===== config.mk =====
export PLATFORM = sky130hd
export DESIGN_NAME = prefetch_fetcher
export DESIGN_NICKNAME = d
export VERILOG_FILES = /design/src/rtl/fetch_pkg.sv /design/src/rtl/fetch_fifo.sv /design/src/rtl/prefetch_fetcher.sv
export SDC_FILE = /design/constraint.sdc
export NUM_CORES = 1
export LEC_CHECK = 0
export CAP_MARGIN = 20
export CORE_ASPECT_RATIO = 0.9
export CORE_MARGIN = 2
export CORE_UTILIZATION = 54
export DETAILED_ROUTE_END_ITERATION = 6
export PLACE_DENSITY_LB_ADDON = 0.12
export RECOVER_POWER = 100
export SLEW_MARGIN = 20
export SYNTH_ARGS = -nofsm -noshare
export SYNTH_HDL_FRONTEND = slang
export SYNTH_SLANG_ARGS = --single-unit

===== constraint.sdc =====
create_clock -name clk -period 4.25 [get_ports clk]
set_input_delay 0.85 -clock clk [delete_from_list [all_inputs] [get_ports clk]]
set_output_delay 0.85 -clock clk [all_outputs]
set_load 0.02 [all_outputs]

===== src/rtl/fetch_pkg.sv =====
`default_nettype none
// ============================================================================
// fetch_pkg : shared types and constants for the prefetch fetcher
// Revision  : 1.0
// ============================================================================
package fetch_pkg;

    typedef enum logic [1:0] {
        IDLE    = 2'd0,
        REQ     = 2'd1,
        DISCARD = 2'd2
    } fetch_state_t;

    typedef struct packed {
        logic [31:0] pc;
        logic [31:0] instr;
    } fetch_entry_t;

    localparam int INSTR_BYTES = 4;
    localparam int ENTRY_W     = $bits(fetch_entry_t);

    function automatic logic [31:0] word_align(input logic [31:0] addr);
        return {addr[31:2], 2'b00};
    endfunction

endpackage
`default_nettype wire


===== src/rtl/fetch_fifo.sv =====
`default_nettype none
// ============================================================================
// fetch_fifo : prefetch queue with flush; storage is not reset
// Revision   : 1.0
// ============================================================================
module fetch_fifo #(
    parameter  int DEPTH = 4,
    parameter  int WIDTH = 64,
    localparam int PTR_W = $clog2(DEPTH),
    localparam int CNT_W = $clog2(DEPTH + 1)
) (
    input  logic             clk,
    input  logic             reset_n,
    input  logic             push,
    input  logic [WIDTH-1:0] push_data,
    input  logic             pop,
    input  logic             flush,
    output logic             full,
    output logic             empty,
    output logic [CNT_W-1:0] count,
    output logic [WIDTH-1:0] head
);

    logic [WIDTH-1:0] mem [DEPTH];
    logic [PTR_W-1:0] rd_ptr;
    logic [PTR_W-1:0] wr_ptr;

    always_ff @(posedge clk or negedge reset_n) begin
        if (!reset_n) begin
            rd_ptr <= '0;
            wr_ptr <= '0;
            count  <= '0;
        end else if (flush) begin
            rd_ptr <= '0;
            wr_ptr <= '0;
            count  <= '0;
        end else begin
            if (push) wr_ptr <= wr_ptr + PTR_W'(1);
            if (pop)  rd_ptr <= rd_ptr + PTR_W'(1);
            case ({push, pop})
                2'b10:   count <= count + CNT_W'(1);
                2'b01:   count <= count - CNT_W'(1);
                default: count <= count;
            endcase
        end
    end

    // At full, wr_ptr == rd_ptr: a same-cycle pop reads the old word before it is overwritten.
    always_ff @(posedge clk) begin
        if (push && !flush) mem[wr_ptr] <= push_data;
    end

    assign full  = (count == CNT_W'(DEPTH));
    assign empty = (count == '0);
    assign head  = empty ? '0 : mem[rd_ptr];

endmodule
`default_nettype wire


===== src/rtl/prefetch_fetcher.sv =====
`default_nettype none
// ============================================================================
// prefetch_fetcher : memory-side fetch FSM feeding a decoder through a queue
// Revision         : 1.0
// ============================================================================
module prefetch_fetcher
    import fetch_pkg::*;
#(
    parameter  int          DEPTH    = 4,
    parameter  logic [31:0] RESET_PC = 32'h0000_0000,
    localparam int          CNT_W    = $clog2(DEPTH + 1)
) (
    input  logic             clk,
    input  logic             reset_n,
    input  logic             decoder_ready,
    output logic             fetcher_valid,
    output logic [31:0]      instr,
    output logic [31:0]      fetcher_pc,
    input  logic             redirect_valid,
    input  logic [31:0]      redirect_pc,
    output logic             mem_ready,
    input  logic             mem_valid,
    input  logic [31:0]      mem_rdata,
    output logic [31:0]      mem_addr,
    output logic             mem_instr,
    output logic [3:0]       mem_wstrb,
    output logic [CNT_W-1:0] occupancy
);

    localparam int OCC_W = CNT_W + 1;

    fetch_state_t state;
    logic [31:0]  fetch_pc;
    logic         push;
    logic         pop;
    logic         full;
    logic         empty;
    logic [OCC_W-1:0] occ_after_push;
    logic         room_after_push;
    fetch_entry_t push_entry;
    fetch_entry_t head_entry;

    assign mem_addr   = word_align(fetch_pc);
    assign mem_wstrb  = 4'b0000;
    assign mem_instr  = mem_ready;

    // Redirect cancels both queue operations in its cycle.
    assign push = (state == REQ) && mem_valid && !redirect_valid;
    assign pop  = fetcher_valid && decoder_ready && !redirect_valid;

    assign occ_after_push  = {1'b0, occupancy} + OCC_W'(1) - OCC_W'(pop);
    assign room_after_push = (occ_after_push < OCC_W'(DEPTH));

    assign push_entry    = '{pc: mem_addr, instr: mem_rdata};
    assign fetcher_valid = !empty;
    assign instr         = head_entry.instr;
    assign fetcher_pc    = head_entry.pc;

    always_ff @(posedge clk or negedge reset_n) begin
        if (!reset_n) begin
            state     <= IDLE;
            mem_ready <= 1'b0;
            fetch_pc  <= RESET_PC;
        end else begin
            if (redirect_valid)  fetch_pc <= word_align(redirect_pc);
            else if (push)       fetch_pc <= fetch_pc + 32'(INSTR_BYTES);

            case (state)
                IDLE: begin
                    if (!redirect_valid && !full) begin
                        state     <= REQ;
                        mem_ready <= 1'b1;
                    end
                end
                REQ: begin
                    // A response landing with the redirect is simply consumed; otherwise wait it out.
                    if (redirect_valid) begin
                        mem_ready <= 1'b0;
                        state     <= mem_valid ? IDLE : DISCARD;
                    end else if (mem_valid && !room_after_push) begin
                        mem_ready <= 1'b0;
                        state     <= IDLE;
                    end
                end
                DISCARD: begin
                    if (mem_valid) state <= IDLE;
                end
                default: begin
                    state     <= IDLE;
                    mem_ready <= 1'b0;
                end
            endcase
        end
    end

    fetch_fifo #(
        .DEPTH (DEPTH),
        .WIDTH (ENTRY_W)
    ) u_fifo (
        .clk       (clk),
        .reset_n   (reset_n),
        .push      (push),
        .push_data (push_entry),
        .pop       (pop),
        .flush     (redirect_valid),
        .full      (full),
        .empty     (empty),
        .count     (occupancy),
        .head      (head_entry)
    );

endmodule
`default_nettype wire


# After elaboration in Yosys (flattened, before gate mapping)
# Memories as Yosys holds them, arrays and structs flattened.
# Cells that the tools add are included.
[totals] word_cells=63 inputBits=69 mem_count=1 reg_bits=42 output_inout_bits=106 ramBits=248
[op_classes] bitwise=1 n_eq_ne=8 n_addsub=7 n_mux=21 reduce_logical=18 n_lt_le_gt_ge=1
[memory_table] name="u_fifo.mem" depth=4 width=62 read_ports=1 rd_ports_with_merged_regs=0 write_ports=1 line="fetch_fifo.sv:24" text="logic [WIDTH-1:0] mem [DEPTH];"
[op_table] op="two-way mux 32 bit" count=2
[op_table] op="two-way mux 64 bit" count=1
[op_table] op="adder 32 x 3 -> 32 bit (second input constant)" count=1
[op_table] op="two-way mux 2 bit" count=9
[op_table] op="logical AND 1 bit" count=7
[op_table] op="one-hot mux 2 bit (3 select lines)" count=1
[op_table] op="one-hot mux 3 bit (2 select lines)" count=1
[op_table] op="AND reduction 3 bit" count=2
[op_table] op="two-way mux 1 bit" count=5
[op_table] op="adder 2 x 1 -> 2 bit (second input constant)" count=2
[op_table] op="adder 3 x 1 -> 4 bit (second input constant)" count=1
[op_table] op="== test 2 x 1 -> 1 bit (second input constant)" count=2
[op_table] op="== test 2 bit (second input constant)" count=2
[op_table] op="logical NOT 1 bit" count=4
[op_table] op="< comparator 4 x 3 -> 1 bit (second input constant)" count=1
[op_table] op="inequality test 2 bit (second input constant)" count=2
[op_table] op="nonzero test 2 bit" count=2
[op_table] op="subtractor 4 x 1 -> 4 bit" count=1
[op_table] op="adder 3 x 1 -> 3 bit (second input constant)" count=1
[op_table] op="== test 3 bit (second input constant)" count=1
[op_table] op="logical NOT 3 bit" count=1
[op_table] op="two-way mux 3 bit" count=1
[op_table] op="inequality test 3 x 2 -> 1 bit (second input constant)" count=1
[op_table] op="one-hot mux 1 bit (3 select lines)" count=1
[op_table] op="4 further kinds" count=4

# Depth between registers and ports, before layout
[logic_depth] word_depth=11 mapped_depth=9 ltp_nobuf=6

# Modules after synthesis
# Synthesis repeated with hierarchy kept, for this count alone.
[unflattened] cells_unflattened=672 hier_area_um2=12104.1
[by_module_without_submodules] module="fetch_fifo" cells_per_inst=448 area_each_um2=10097.2 seq_area_each_um2=7862.5 n_inst=1
[by_module_without_submodules] module="prefetch_fetcher" cells_per_inst=224 area_each_um2=2006.9 seq_area_each_um2=825.8 n_inst=1

# Worst setup path after synthesis
# No wires, ideal clock.
[synth_path] path_type="input -> register" from="input mem_valid" to="memory u_fifo.mem[0][0] (netlist bit), enable pin" cell_stages=4 arrival_ps=3061 path_buffers=2 setup_time_ps=427 t_required_ps=3823 setup_slack_ps=762 cell_sequence="and3b_2 > clkbuf_1 > clkbuf_1 > and3_1"
[synth_via] elab_chain_cells=5
[synth_lines] item="start: declaration" line="prefetch_fetcher.sv:22" text="input logic mem_valid,"
[synth_lines] item="logical AND 1 bit (2 in series)" line="prefetch_fetcher.sv:48" text="assign push = (state == REQ) && mem_valid && !redirect_valid;"
[synth_lines] item="logical AND 1 bit" line="fetch_fifo.sv:50" text="if (push && !flush) mem[wr_ptr] <= push_data;"
[synth_lines] item="two-way mux 1 bit" line="fetch_fifo.sv:50"
[synth_lines] item="two-way mux 1 bit (implied by the code)" line="fetch_fifo.sv:50"
[synth_lines] item="end: declaration" line="fetch_fifo.sv:24"
# No other way between the ends.

# Worst setup path in the final report
[layout_path] from="register u_fifo.count[0]" to="output fetcher_pc[10]"
[layout_via] elab_chain_cells=2
[layout_lines] item="start: declaration" line="fetch_fifo.sv:20" text="output logic [CNT_W-1:0] count,"
[layout_lines] item="start signal: assignment" line="fetch_fifo.sv:41" text="2'b10: count <= count + CNT_W'(1);"
[layout_lines] item="start signal: assignment" line="fetch_fifo.sv:42" text="2'b01: count <= count - CNT_W'(1);"
[layout_lines] item="start signal: assignment" line="fetch_fifo.sv:43" text="default: count <= count;"
[layout_lines] item="logical NOT 3 bit" line="fetch_fifo.sv:54" text="assign empty = (count == '0);"
[layout_lines] item="two-way mux 64 bit" line="fetch_fifo.sv:55" text="assign head = empty ? '0 : mem[rd_ptr];"
[layout_lines] item="end: declaration" line="prefetch_fetcher.sv:18" text="output logic [31:0] fetcher_pc,"
# No other way between the ends.

==> flow_summary.json <==
{
  "outcome": "finished, violations left",
  "violations": "max-capacitance violations, max-slew violations",
  "synth.distinct_cells": 48,
  "synth-main-ff-cell": "edfxtp_1",
  "wl_per_cell_microns": 21.1,
  "port_buffers": 164,
  "arrival_ps": 3110,
  "ys_ff_latch": 288,
  "hold_path_depth": 1,
  "synth.cell_area_sq_um": 11800,
  "worst_clock_skew_ps": 15.4,
  "vias": 6579,
  "setup_viol": 0,
  "place_hpwl_mm": 14.6,
  "initial_core_util": 0.547,
  "drt_wl_total_mm": 24.0,
  "gr-total-overflow": 0,
  "placedInstanceArea_sq_um": 13700,
  "syn_area_per_cell_sq_um": 17.7,
  "r2r_cells": 3,
  "drc": 0,
  "dp.cells": 1090,
  "finalHoldViolations": 0,
  "leakage_nw": 4.84,
  "max-cap-violations": 2,
  "cts_post_setup_buffers_inserted": 0,
  "grt_usage": 0.212,
  "crit_type": "register to output port",
  "cp-startpoint": "u_fifo.count[0]",
  "clock.fmax_mhz": 252,
  "finalCriticalPeriod_ps": 3960,
  "final_cells": 1141,
  "end_kind": "output port",
  "io_pins": 175,
  "crit_path_start_kind": "register",
  "tritoncts": "built",
  "rows": 51,
  "rsz0062_at_grt": "no",
  "nNetsFinal": 906,
  "area.growth.synth_to_final_pct": 24.2,
  "async_flop_share": 0.139,
  "dieArea_sq_um": 23000,
  "synth_seq_area_share": 0.718,
  "cts-resized-gates": 0,
  "via_per_inst": 5.77,
  "vdd_ir_drop_max_v": 0.000355,
  "postLayoutCellArea_sq_um": 14600,
  "antenna_found_initial": 2,
  "grt_pass1_vias": 6901,
  "worstSetupEndpoint": "fetcher_pc[10]",
  "worst_skew_pair.late_latency_ps": 540,
  "drt-initial-drc-count": 433,
  "clock-sinks": 288,
  "postCtsHoldBufs": 0,
  "drive_gt1_frac": 0.137,
  "p_per_area_nw_per_um2": 597,
  "layout_commonest_cell": "edfxtp_1",
  "yosys_warnings": 0,
  "r2r-start": "state[1]",
  "core_sq_um": 21500,
  "final.period_utilization": 0.932,
  "firstDrtPassIters": 5,
  "grt_pass1_wl_mm": 37.6,
  "clk_pin_slew_ps": 60,
  "grt_max_degree": 65,
  "cts_buffers": 30,
  "cts_root_buffer": "clkbuf_16",
  "worst_pin_slew_ps": 2280,
  "drtAntennaViolNets": 0,
  "timing.rr.end": "u_fifo.mem[2][15]",
  "regToRegSetupSlack_ps": 920,
  "h-tree-depth": 1,
  "netlist_instances": 665,
  "cts_max_path_buffers": 3,
  "path_max_fanout": 64,
  "mostFrequentLayoutCells": "248 x edfxtp_1, 92 x dlygate4sd3_1, 71 x clkdlybuf4s50_1",
  "max_slew_margin": -0.519,
  "slew_viol_final": 87,
  "die_x_microns": 160,
  "die_h_microns": 144,
  "cp.required_ps": 3400,
  "synth_edf_count": 248,
  "setup_tns_ps": 0,
  "min_path_type": "register to register",
  "place.gp.congestion": 0.789
}
## cell type report
cell class	count	area [sq um]
Antenna cell	1	2.50
Clock buffer	37	798
Clock inverter	13	165
Fill cell	1479	6900
Inverter	9	33.8
Multi-Input combinational cell	328	3050
Sequential cell	288	8460
Tap cell	291	364
Timing Repair Buffer	174	1730
## synthesized netlist by cell type, types with 2 or more instances
| library cell | instances | area (sq um) |
|---|---|---|
| ha_1 | 5 | 62.6 |
| edfxtp_1 | 248 | 7450 |
| xor2_1 | 5 | 43.8 |
| inv_1 | 8 | 30.0 |
| or3_1 | 4 | 25.0 |
| o31ai_1 | 14 | 105 |
| xnor2_1 | 9 | 78.8 |
| nand3_1 | 15 | 75.1 |
| a31oi_1 | 14 | 87.6 |
| nor3_1 | 5 | 25.0 |
| and2_1 | 63 | 394 |
| or4_1 | 17 | 128 |
| clkbuf_1 | 26 | 97.6 |
| mux2i_1 | 2 | 20.0 |
| nand3b_1 | 4 | 30.0 |
| o21ai_0 | 14 | 70.1 |
| o211ai_1 | 4 | 30.0 |
| and3_1 | 6 | 37.5 |
| nand4_1 | 8 | 50.1 |
| buf_2 | 8 | 40.0 |
| a21oi_1 | 2 | 10.0 |
| dfrtp_1 | 40 | 1000 |
| mux4_2 | 62 | 1400 |
| nor3b_1 | 2 | 15.0 |
| nand2_1 | 23 | 86.3 |
| buf_4 | 11 | 82.6 |
| nor2_1 | 22 | 82.6 |
| nor4_1 | 4 | 25.0 |
## kinds of logic (layout without fill, tap and decap cells)
group / Yosys count / count (layout) / share of synthesized area
flops: 288 / 288 / 0.718
simple gates: 183 / 183 / 0.0915
mux: 64 / 64 / 0.120
buf+inv: 56 / 233 / 0.0229
compound gates: 53 / 53 / 0.0293
xor+xnor: 14 / 14 / 0.0104
fa+ha+maj: 6 / 6 / 0.00702
other cells: 1 / 9 / 0.000319
## state kept, by name (all words and copies together), names as in the netlist
| register | cells |
|---|---|
| u_fifo.mem | 248 |
| fetch_pc | 30 |
| u_fifo.count | 3 |
| state | 2 |
| u_fifo.rd_ptr | 2 |
| u_fifo.wr_ptr | 2 |
| mem_instr | 1 |
## worst max-delay path: stages, from the launching register on
cell	delay, ps
dfrtp_1	490
or3_2	1040
and2_1	360
dlygate4sd3_1	670
## worst min-delay path by stage
stage,end,start,slack [ps]
2_1_floorplan,state[0],state[1],540
3_3_place_gp,u_fifo.wr_ptr[1],u_fifo.wr_ptr[1],560
3_5_place_dp,mem_instr,mem_instr,560
4_1_cts,state[0],reset_n,480
5_1_grt,mem_instr,mem_instr,600
6_report,mem_instr,mem_instr,570
## report_power, final
group          internal (mW)  total, mW  switching [mW]
sequential              3.25       3.47           0.222
clock                   1.56       2.57            1.01
combinational           1.33       2.68            1.35
total                   6.14       8.72            2.58
## per-layer routing
layer,track usage,vias up,wire [microns]
met3,0.0370,50,1410
li1,-,2953,-
met2,0.362,243,11900
met4,0.0636,2,603
met1,0.285,3331,10100
met5,0,-,13
## stage by stage
step | util | hold WS, ps | power, mW | setup slack, ps
floorplan | - | 535 | 5.13 | 762
global placement | 0.639 | 556 | 6.32 | 947
detailed placement | 0.639 | 556 | 6.37 | 986
CTS | 0.684 | 479 | 8.93 | 407
global route | 0.679 | 598 | 9.10 | 152
finish | 0.679 | 567 | 8.72 | 288
Power figures use the tool's default switching activity.
